`config.mk`:
```
export PLATFORM = sky130hd
export DESIGN_NAME = hit_event_scheduler_flat
export DESIGN_NICKNAME = d
export VERILOG_FILES = /design/src/rtl/hit_event_scheduler_pkg.sv /design/src/rtl/hit_event_scheduler_if.sv /design/src/rtl/hit_event_scheduler_collector.sv /design/src/rtl/hit_event_scheduler.sv /design/src/flat_wrapper.sv
export SDC_FILE = /design/constraint.sdc
export NUM_CORES = 1
export LEC_CHECK = 0
export CORE_ASPECT_RATIO = 0.9
export CORE_MARGIN = 10
export CORE_UTILIZATION = 55
export CTS_CLUSTER_SIZE = 20
export DETAILED_ROUTE_END_ITERATION = 16
export PLACE_DENSITY = 0.78
export SETUP_SLACK_MARGIN = 0.02
export SYNTH_ARGS = -nofsm -noshare
export SYNTH_HDL_FRONTEND = slang
export SYNTH_SLANG_ARGS = --single-unit
```
`constraint.sdc`:
```
create_clock -name clk -period 5.9 [get_ports clk]
set_clock_uncertainty 0.2 [all_clocks]
set_input_delay 1.18 -clock clk [delete_from_list [all_inputs] [get_ports clk]]
set_output_delay 1.18 -clock clk [all_outputs]
set_load 0.01 [all_outputs]
```
`src/rtl/hit_event_scheduler_pkg.sv`:
```
// Shared types for the hit event scheduler slice.
// Package hit_pkg: hit event enum, per-ball hit set, encoded event, FSM
// state type and the hole priority encoder.
package hit_pkg;

    localparam int unsigned NUM_HOLES  = 6;
    localparam int unsigned HOLE_NUM_W = 3;
    localparam int unsigned STAT_W     = 16;

    typedef enum logic [1:0] {
        EV_NONE   = 2'd0,
        EV_BORDER = 2'd1,
        EV_BALL   = 2'd2,
        EV_HOLE   = 2'd3
    } hit_ev_t;

    typedef struct packed {
        logic                 border;
        logic                 ball;
        logic [NUM_HOLES-1:0] hole;
    } ball_hits_t;

    typedef struct packed {
        hit_ev_t               ev;
        logic [HOLE_NUM_W-1:0] hole_num;
    } hit_enc_t;

    typedef enum logic [1:0] {
        IDLE    = 2'd0,
        ISSUE_W = 2'd1,
        ISSUE_R = 2'd2
    } sched_state_t;

    // HOLE > BALL > BORDER > NONE; the downward scan lets the lowest hole index win.
    function automatic hit_enc_t encode_hits(input ball_hits_t h);
        hit_enc_t e;
        e.ev       = EV_NONE;
        e.hole_num = '0;
        if (h.border) e.ev = EV_BORDER;
        if (h.ball)   e.ev = EV_BALL;
        for (int i = int'(NUM_HOLES) - 1; i >= 0; i--) begin
            if (h.hole[i]) begin
                e.ev       = EV_HOLE;
                e.hole_num = HOLE_NUM_W'(i + 1);
            end
        end
        return e;
    endfunction

endpackage

```
`src/rtl/hit_event_scheduler_if.sv`:
```
// Event handshake bundle between the scheduler and the ball motion logic.
// master: drives evValid/evBall/evType/evHoleNum, samples evReady.
// slave : the consumer side.
interface hit_event_scheduler_if;
    import hit_pkg::*;

    logic                  evValid;
    logic                  evReady;
    logic                  evBall;
    hit_ev_t               evType;
    logic [HOLE_NUM_W-1:0] evHoleNum;

    modport master (output evValid, evBall, evType, evHoleNum, input evReady);
    modport slave  (input evValid, evBall, evType, evHoleNum, output evReady);

endinterface

```
`src/rtl/hit_event_scheduler_collector.sv`:
```
// hit_collector: per-ball sticky hit collector, frame snapshot and priority encode.
// Ports: clk, reset (sync, active high), sof (frame boundary), ball_dr (this ball),
// other_dr (the other ball), borders_dr, hole_dr, mask_bb (cooldown mask),
// enc_c (encoded event: the snapshot being taken on sof, else the held snapshot).
module hit_collector
    import hit_pkg::*;
(
    input  logic                 clk,
    input  logic                 reset,
    input  logic                 sof,
    input  logic                 ball_dr,
    input  logic                 other_dr,
    input  logic                 borders_dr,
    input  logic [NUM_HOLES-1:0] hole_dr,
    input  logic                 mask_bb,
    output hit_enc_t             enc_c
);

    ball_hits_t hits_c;
    ball_hits_t cand_c;
    ball_hits_t coll_q;
    ball_hits_t snap_q;

    // Overlaps at the current pixel.
    always_comb begin
        hits_c.border = ball_dr & borders_dr;
        hits_c.ball   = ball_dr & other_dr;
        hits_c.hole   = {NUM_HOLES{ball_dr}} & hole_dr;
    end

    // Boundary pixel counts in the ending frame; ball-ball masked during cooldown.
    always_comb begin
        cand_c.border = coll_q.border | hits_c.border;
        cand_c.ball   = (coll_q.ball | hits_c.ball) & ~mask_bb;
        cand_c.hole   = coll_q.hole | hits_c.hole;
    end

    always_ff @(posedge clk) begin
        if (reset) begin
            coll_q <= '0;
            snap_q <= '0;
        end else if (sof) begin
            snap_q <= cand_c;
            coll_q <= '0;
        end else begin
            coll_q <= coll_q | hits_c;
        end
    end

    assign enc_c = encode_hits(sof ? cand_c : snap_q);

endmodule

```
`src/rtl/hit_event_scheduler.sv`:
```
// hit_event_scheduler: per-frame scheduler of ball hit events (white first, then red).
// Ports: clk, reset (sync, active high), startOfFrame, whiteBallDR, redBallDR,
// bordersDR, holeDR, ev (hit_event_scheduler_if.master), busy, overrun.
// Build option HIT_STATS_EN adds ballHitCount/borderHitCount/holeHitCount,
// saturating counts of transferred events per type.
module hit_event_scheduler
    import hit_pkg::*;
#(
    parameter int unsigned COOLDOWN_FRAMES = 4
)
(
    input  logic                   clk,
    input  logic                   reset,
    input  logic                   startOfFrame,
    input  logic                   whiteBallDR,
    input  logic                   redBallDR,
    input  logic                   bordersDR,
    input  logic [NUM_HOLES-1:0]   holeDR,
    hit_event_scheduler_if.master  ev,
    output logic                   busy,
    output logic                   overrun
`ifdef HIT_STATS_EN
    ,
    output logic [STAT_W-1:0]      ballHitCount,
    output logic [STAT_W-1:0]      borderHitCount,
    output logic [STAT_W-1:0]      holeHitCount
`endif
);

    localparam int unsigned CD_W = (COOLDOWN_FRAMES > 0) ? $clog2(COOLDOWN_FRAMES + 1) : 1;

    sched_state_t  state_q, state_d;
    logic          ev_valid_q, ev_valid_d;
    logic          ev_ball_q, ev_ball_d;
    hit_enc_t      ev_enc_q, ev_enc_d;
    logic          white_ball_q, white_ball_d;
    logic          overrun_d;
    logic [CD_W-1:0] cd_q;
    hit_enc_t      w_enc_c, r_enc_c;
    logic          xfer_c, cd_load_c, mask_bb_c;

    assign mask_bb_c = (cd_q != '0);
    assign xfer_c    = ev_valid_q & ev.evReady;
    // A red ball-ball event only arms the cooldown if white did not already do so.
    assign cd_load_c = xfer_c & (ev_enc_q.ev == EV_BALL) & (~ev_ball_q | ~white_ball_q);

    hit_collector u_white (
        .clk        (clk),
        .reset      (reset),
        .sof        (startOfFrame),
        .ball_dr    (whiteBallDR),
        .other_dr   (redBallDR),
        .borders_dr (bordersDR),
        .hole_dr    (holeDR),
        .mask_bb    (mask_bb_c),
        .enc_c      (w_enc_c)
    );

    hit_collector u_red (
        .clk        (clk),
        .reset      (reset),
        .sof        (startOfFrame),
        .ball_dr    (redBallDR),
        .other_dr   (whiteBallDR),
        .borders_dr (bordersDR),
        .hole_dr    (holeDR),
        .mask_bb    (mask_bb_c),
        .enc_c      (r_enc_c)
    );

    // Next state and registered event outputs; a frame boundary always restarts issuing.
    always_comb begin
        state_d      = state_q;
        ev_valid_d   = ev_valid_q;
        ev_ball_d    = ev_ball_q;
        ev_enc_d     = ev_enc_q;
        white_ball_d = white_ball_q;
        overrun_d    = 1'b0;
        if (startOfFrame) begin
            overrun_d    = (state_q != IDLE);
            white_ball_d = (w_enc_c.ev == EV_BALL);
            if (w_enc_c.ev != EV_NONE) begin
                state_d    = ISSUE_W;
                ev_valid_d = 1'b1;
                ev_ball_d  = 1'b0;
                ev_enc_d   = w_enc_c;
            end else if (r_enc_c.ev != EV_NONE) begin
                state_d    = ISSUE_R;
                ev_valid_d = 1'b1;
                ev_ball_d  = 1'b1;
                ev_enc_d   = r_enc_c;
            end else begin
                state_d    = IDLE;
                ev_valid_d = 1'b0;
                ev_ball_d  = 1'b0;
                ev_enc_d   = '0;
            end
        end else begin
            case (state_q)
                ISSUE_W: begin
                    if (xfer_c) begin
                        if (r_enc_c.ev != EV_NONE) begin
                            state_d   = ISSUE_R;
                            ev_ball_d = 1'b1;
                            ev_enc_d  = r_enc_c;
                        end else begin
                            state_d    = IDLE;
                            ev_valid_d = 1'b0;
                            ev_ball_d  = 1'b0;
                            ev_enc_d   = '0;
                        end
                    end
                end
                ISSUE_R: begin
                    if (xfer_c) begin
                        state_d    = IDLE;
                        ev_valid_d = 1'b0;
                        ev_ball_d  = 1'b0;
                        ev_enc_d   = '0;
                    end
                end
                default: ;
            endcase
        end
    end

    always_ff @(posedge clk) begin
        if (reset) begin
            state_q      <= IDLE;
            ev_valid_q   <= 1'b0;
            ev_ball_q    <= 1'b0;
            ev_enc_q     <= '0;
            white_ball_q <= 1'b0;
            busy         <= 1'b0;
            overrun      <= 1'b0;
        end else begin
            state_q      <= state_d;
            ev_valid_q   <= ev_valid_d;
            ev_ball_q    <= ev_ball_d;
            ev_enc_q     <= ev_enc_d;
            white_ball_q <= white_ball_d;
            busy         <= (state_d != IDLE);
            overrun      <= overrun_d;
        end
    end

    // Cooldown: load beats the per-frame saturating decrement.
    always_ff @(posedge clk) begin
        if (reset) begin
            cd_q <= '0;
        end else if (cd_load_c) begin
            cd_q <= CD_W'(COOLDOWN_FRAMES);
        end else if (startOfFrame && (cd_q != '0)) begin
            cd_q <= cd_q - CD_W'(1);
        end
    end

    assign ev.evValid   = ev_valid_q;
    assign ev.evBall    = ev_ball_q;
    assign ev.evType    = ev_enc_q.ev;
    assign ev.evHoleNum = ev_enc_q.hole_num;

`ifdef HIT_STATS_EN
    localparam logic [STAT_W-1:0] STAT_MAX = '1;

    always_ff @(posedge clk) begin
        if (reset) begin
            ballHitCount   <= '0;
            borderHitCount <= '0;
            holeHitCount   <= '0;
        end else if (xfer_c) begin
            if ((ev_enc_q.ev == EV_BALL) && (ballHitCount != STAT_MAX))
                ballHitCount <= ballHitCount + STAT_W'(1);
            if ((ev_enc_q.ev == EV_BORDER) && (borderHitCount != STAT_MAX))
                borderHitCount <= borderHitCount + STAT_W'(1);
            if ((ev_enc_q.ev == EV_HOLE) && (holeHitCount != STAT_MAX))
                holeHitCount <= holeHitCount + STAT_W'(1);
        end
    end
`endif

endmodule
```
`src/flat_wrapper.sv`:
```
// flat-port wrapper written by rule: the top's interface ports become plain ports
module hit_event_scheduler_flat import hit_pkg::*;
#(
    parameter int unsigned COOLDOWN_FRAMES = 4
)
  (clk, reset, startOfFrame, whiteBallDR, redBallDR, bordersDR, holeDR, busy, overrun, ev_evValid, ev_evBall, ev_evType, ev_evHoleNum, ev_evReady);
  hit_event_scheduler_if ev_i ();
  input  logic clk;
  input  logic reset;
  input  logic startOfFrame;
  input  logic whiteBallDR;
  input  logic redBallDR;
  input  logic bordersDR;
  input  logic [NUM_HOLES-1:0] holeDR;
  output logic busy;
  output logic overrun;
  output wire logic [$bits(ev_i.evValid)-1:0] ev_evValid;
  output wire logic [$bits(ev_i.evBall)-1:0] ev_evBall;
  output wire logic [$bits(ev_i.evType)-1:0] ev_evType;
  output wire logic [$bits(ev_i.evHoleNum)-1:0] ev_evHoleNum;
  input wire logic [$bits(ev_i.evReady)-1:0] ev_evReady;
  assign ev_evValid = ev_i.evValid;
  assign ev_evBall = ev_i.evBall;
  assign ev_evType = ev_i.evType;
  assign ev_evHoleNum = ev_i.evHoleNum;
  assign ev_i.evReady = ev_evReady;
  hit_event_scheduler #(.COOLDOWN_FRAMES(COOLDOWN_FRAMES)) u_core (.clk(clk), .reset(reset), .startOfFrame(startOfFrame), .whiteBallDR(whiteBallDR), .redBallDR(redBallDR), .bordersDR(bordersDR), .holeDR(holeDR), .ev(ev_i), .busy(busy), .overrun(overrun));
endmodule
```
==> results of run 1 <==
## stage by stage
stage               cells  hold slack (ns)  total power, W  utilization, %
finish                295            0.258        0.000723            66.8
global route          295            0.281        0.000762            66.8
CTS                   295            0.265        0.000727            66.8
detailed placement    287            0.246        0.000499            63.5
global placement      287            0.232        0.000495            63.5
floorplan             234            0.224        0.000453               -
## layout make-up
class                           count  area, sq um  share of cell area, %
Multi-Input combinational cell    166          917                   40.9
Inverter                           10         37.5                   1.68
Timing Repair Buffer               22          218                   9.72
Tap cell                           44         55.1                   2.46
Clock buffer                        6         72.6                   3.24
Clock inverter                      2         38.8                   1.73
Sequential cell                    45          901                   40.2
## sequential cells by signal (all words and copies together) (netlist names)
signal,flops
u_core.ev.evHoleNum,3
u_core.busy,1
u_core.white_ball_q,1
u_core.u_red.coll_q,8
u_core.ev.evType,2
u_core.ev.evBall,1
u_core.u_red.snap_q,8
u_core.state_q,2
u_core.overrun,1
u_core.u_white.coll_q,8
u_core.u_white.snap_q,6
u_core.cd_q,3
u_core.ev.evValid,1
## synthesized netlist by cell type, types with 2 or more instances
cell type and count:
a2111oi_0 3, a211o_1 3, a21o_1 8, a21oi_1 34, a21oi_2 2, buf_1 3, buf_2 2, clkbuf_1 7
dfxtp_1 45, ha_1 5, inv_1 10, nand2_1 11, nand3b_1 2, nor2_1 53, nor2b_1 6, nor3_1 4
o21ai_0 8, o21ai_1 2, o31ai_1 2, o41a_1 2, or3_1 2, or4_1 2
## where the power goes
group | switching, W | internal, W
Combinational | 0.0000841 | 0.0000647
Sequential | 0.0000129 | 0.000330
Clock | 0.000105 | 0.000127
Total | 0.000202 | 0.000522
## routing by layer
layer	vias up	track usage, %	wire [microns]
met5	-	0	0
li1	844	-	-
met1	754	20.9	2070
met3	4	5.31	298
met2	37	19.7	1900
met4	0	5.10	36
## worst max-delay path: cells and delay by family
| kind | cells | cell delay, ns |
|---|---|---|
| AO/OA/AOI/OAI | 3 | 0.81 |
| buffers and inverters | 2 | 1.25 |
| AND/OR/NAND/NOR | 2 | 0.72 |
## final timing paths
path                                 end  slack, ns  cells past startpoint
setup / recovery  u_core.ev.evHoleNum[2]       1.96                      7
hold / removal    u_core.u_red.coll_q[4]       0.26                      2
setup reg to reg  u_core.ev.evHoleNum[2]       3.36                      6
hold reg to reg   u_core.u_red.coll_q[4]       0.26                      2
## cell families after synthesis
group / Yosys count / share of synthesized area [%]
buffers and inverters: 23 / 5.03
adder cells (fa/ha/maj): 5 / 3.27
flip-flops: 45 / 47.1
AND/OR/NAND/NOR: 86 / 19.7
AO/OA/AOI/OAI: 74 / 24.4
XOR/XNOR: 1 / 0.458
==> impl_metrics.ini, run 1 <==
[final_layout]
finalInstanceArea_sq_um = 2240
drive_above_1_share_pct = 4.38
layout_common_cells = nor2_1, dfxtp_1, a21oi_1
final_nets = 268
diodes = 0
final_common_cell = nor2_1
syn2layout_area_growth_pct = 17.0
fill_cells = 308

[detailed_routing]
drc = 0
dr.pass1.iters = 4
drtIter0Drc = 106
drt_wl_total_microns = 4300
vias_per_cell = 5.56
postRouteAntennaNets = 0
wire_per_inst_microns = 14.6
vias = 1639

[grt]
grt_first_pass_wirelength_microns = 7380
grt_pass1_vias = 1524
grt_use_total_pct = 14.7
grt_start_max_net_pins = 30
grt_overflow = 0
antenna_found_initial = 0

[yosys]
synth_top_cell_area_share_pct = 47.1
synth_area_leaders = dfxtp_1, nor2_1, a21oi_1, ha_1, a21o_1
synth_top_flop_cell = dfxtp_1
syn_area_sq_um = 1910
yosysUniqueCellTypes = 40
synth-seq-cells = 45
synth-async-reset-ratio_pct = 0
synth_seq_area_share_pct = 47.1
synth_enable_flop_cells = 0
ys_warn_count = 0
yosysTopAreaCell = dfxtp_1
syn_inst = 234
syn_nets = 252
avgSynthCellArea_sq_um = 8.18

[min_path]
hp-class = reg -> reg
hp-start = u_core.u_red.coll_q[4]

[cts]
postCtsSetupBuffers = 0
clock-sinks = 45
htreeDepth = 2
cts-buffers-inserted = 5
cts_resized = 0
clkTransAtPathRegs_ns = 0.08
clockRootBuffer = clkbuf_8
clkLatencyLatePin_ns = 0.30
postCtsHoldBufs = 0
cts_tree = yes
ctsLongestPathBuffers = 2

[floorplanning]
io_pins = 22
fp.dieW_microns = 82.2
initial_utilization_pct = 57.1
die_h_microns = 76.0
rows = 20
dieArea_sq_um = 6240
coreArea_sq_um = 3350

[timing]
fin_crit_ns = 3.94
hold_viol_final = 0
worst_slack_ns = 1.96
tns_ns = 0
setup_viol = 0
max_slew_margin_pct = 31.2
fmax_mhz = 254
tightestPinTransition_ns = 1.03
rsz0062_at_grt = false
finalCritPeriodShare_pct = 66.8
slew_violations = 0

[critical_path]
path_max_fanout = 22
path_cells = clkdlybuf4s50_1, buf_4, a21o_1, nand3_1, o41a_1, or4_1, o21ai_1
slowest_delay_ns = 0.89
r2r_start = u_core.u_white.coll_q[4]
start_kind = primary input
worstSetupPathType = in -> reg
slowest_stage = clkdlybuf4s50_1
end_kind = register
worst_ep_required_time_ns = 5.92
crit_start = startOfFrame
worst-endpoint-arrival_ns = 3.96

[place]
io_buffers = 21
place_ws_ns = 1.70
dp_hpwl_microns = 3120
place.gp.congestion = 0.841
placed_area_sq_um = 2130

[power]
p_per_area_nw_per_um2 = 323
power_leakage_nw = 0.896
ir_worst_vdd_mv = 0.251

[run]
drv_cap = 0

[outcome]
status = finished, final reports clean
Note: power is estimated with default switching activity, not from simulation.
==> inputs of run 2 (changes only) <==
--- a/config.mk
+++ b/config.mk
@@ -7,10 +7,10 @@
 export LEC_CHECK = 0
 export CORE_ASPECT_RATIO = 0.9
 export CORE_MARGIN = 10
-export CORE_UTILIZATION = 55
+export CORE_UTILIZATION = 49
 export CTS_CLUSTER_SIZE = 20
 export DETAILED_ROUTE_END_ITERATION = 16
-export PLACE_DENSITY = 0.78
+export PLACE_DENSITY = 0.74
 export SETUP_SLACK_MARGIN = 0.02
 export SYNTH_ARGS = -nofsm -noshare
 export SYNTH_HDL_FRONTEND = slang
==> constraint.sdc (replaced) <==
create_clock -name clk -period 3.4 [get_ports clk]
set_clock_uncertainty 0.2 [all_clocks]
set_input_delay 0.68 -clock clk [delete_from_list [all_inputs] [get_ports clk]]
set_output_delay 0.68 -clock clk [all_outputs]
set_load 0.01 [all_outputs]
==> run 2 against run 1 <==
Count of clock-buffer cells in the layout unchanged. Final cell count grew 4.4%. Critical endpoint unchanged. Largest cell class unchanged. Largest power group unchanged. First-iteration DRC count is 27% lower. Design area grew 3.8%. Utilization down 4.5 points.
==> impl_metrics.ini, run 2 (same netlist as run 1, synthesis figures left out) <==
[floorplanning]
io_pins = 22
rows = 21
dieArea_sq_um = 6810
coreArea_sq_um = 3730
fp.dieW_microns = 85.9
die_h_microns = 79.3
initial_utilization_pct = 51.3

[min_path]
hp-start = u_core.u_red.coll_q[0]
hp-class = reg -> reg
hold_depth = 2

[timing]
tightestPinTransition_ns = 0.886
fmax_mhz = 328
fin_crit_ns = 3.05
holdWs_ns = 0.258
finalCritPeriodShare_pct = 89.7
tns_ns = 0
rsz0062_at_grt = false
slew_violations = 0
setup_viol = 0
max_slew_margin_pct = 39.4
hold_viol_final = 0

[place]
io_buffers = 21
place.gp.congestion = 0.845
dp_hpwl_microns = 3240

[cts]
htreeDepth = 2
cts_resized = 0
cts_tree = yes
clkLatencyLatePin_ns = 0.29
ctsLongestPathBuffers = 2
postCtsSetupBuffers = 0
clkTransAtPathRegs_ns = 0.09
cts-buffers-inserted = 5
clock-sinks = 45
clockRootBuffer = clkbuf_8
postCtsHoldBufs = 0

[detailed_routing]
drtIter0Drc = 77
vias = 1661
postRouteAntennaNets = 0
dr.pass1.iters = 4
drc = 0
wire_per_inst_microns = 13.9
vias_per_cell = 5.39
drt_wl_total_microns = 4290

[final_layout]
final_nets = 279
final_common_cell = nor2_1
syn2layout_area_growth_pct = 21.4
layout_common_cells = nor2_1, dfxtp_1, a21oi_1
reg_top3 = u_core.u_red.coll_q (8), u_core.u_red.snap_q (8), u_core.u_white.coll_q (8)
diodes = 0
drive_above_1_share_pct = 8.40

[critical_path]
worstSetupPathType = in -> reg
crit_start = whiteBallDR
end_kind = register
worst-endpoint-arrival_ns = 3.08
path_cells = clkdlybuf4s50_1, a21oi_1, a21oi_1, or3_1, o41a_1, or4_1, o21ai_1
slowest_stage = or4_1
path_common_cell = a21oi_1
slowest_delay_ns = 0.53
path_max_fanout = 7
r2r_start = u_core.u_white.coll_q[4]
start_kind = primary input
rr_worst_depth = 6
worst_ep_required_time_ns = 3.43

[grt]
grt_start_max_net_pins = 20
grt_use_total_pct = 13.2
grt_overflow = 0
antenna_found_initial = 0
grt_first_pass_wirelength_microns = 7450
grt_pass1_vias = 1565

[power]
p_per_area_nw_per_um2 = 544
ir_worst_vdd_mv = 0.366
power_leakage_nw = 0.949

[outcome]
status = finished, final reports clean

[run]
drv_cap = 0
==> run 2: layer usage <==
metal | vias to the layer above | global-route usage (%) | wire (microns)
met5 | - | 0 | 0
met4 | 0 | 4.11 | 29
met3 | 4 | 4.49 | 240
met2 | 45 | 19.8 | 1900
met1 | 749 | 17.2 | 2120
li1 | 863 | - | -
==> run 2: critical path: cells and delay by family <==
family,cells,cell delay [ns]
buffers and inverters,1,0.51
and+or+nand+nor,2,0.89
AOI/OAI and AO/OA,4,1.00
==> run 2: path summary, 6_finish.rpt <==
path	endpoint	slack, ns
worst max register to register	u_core.ev.evHoleNum[2]	1.00
worst max-delay path	u_core.ev.evHoleNum[2]	0.35
worst min-delay path	u_core.u_red.coll_q[0]	0.26
worst min register to register	u_core.u_red.coll_q[0]	0.26
==> run 2: power breakdown <==
group,internal (W),switching [W]
Combinational,0.000126,0.000150
Clock,0.000221,0.000175
Sequential,0.000572,0.0000221
Total,0.000918,0.000347
==> run 2: stage by stage <==
| stage | cell area, sq um | cells | utilization [%] | power, W | setup slack, ns |
|---|---|---|---|---|---|
| finish | 2320 | 308 | 62.3 | 0.00127 | 0.351 |
| global placement | 2210 | 300 | 59.3 | 0.000873 | 0.105 |
| CTS | 2320 | 308 | 62.3 | 0.00128 | 0.365 |
| detailed placement | 2210 | 300 | 59.3 | 0.000881 | 0.0544 |
| floorplan | 1910 | 234 | - | 0.000786 | 0.578 |
| global route | 2320 | 308 | 62.3 | 0.00134 | 0.207 |
==> run 2: cell type report <==
type                            count  area (sq um)
Clock inverter                      2          38.8
Timing Repair Buffer               33           300
Inverter                           10          37.5
Sequential cell                    45           901
Clock buffer                        6          72.6
Multi-Input combinational cell    166           917
Fill cell                         358          1410
Tap cell                           46          57.6
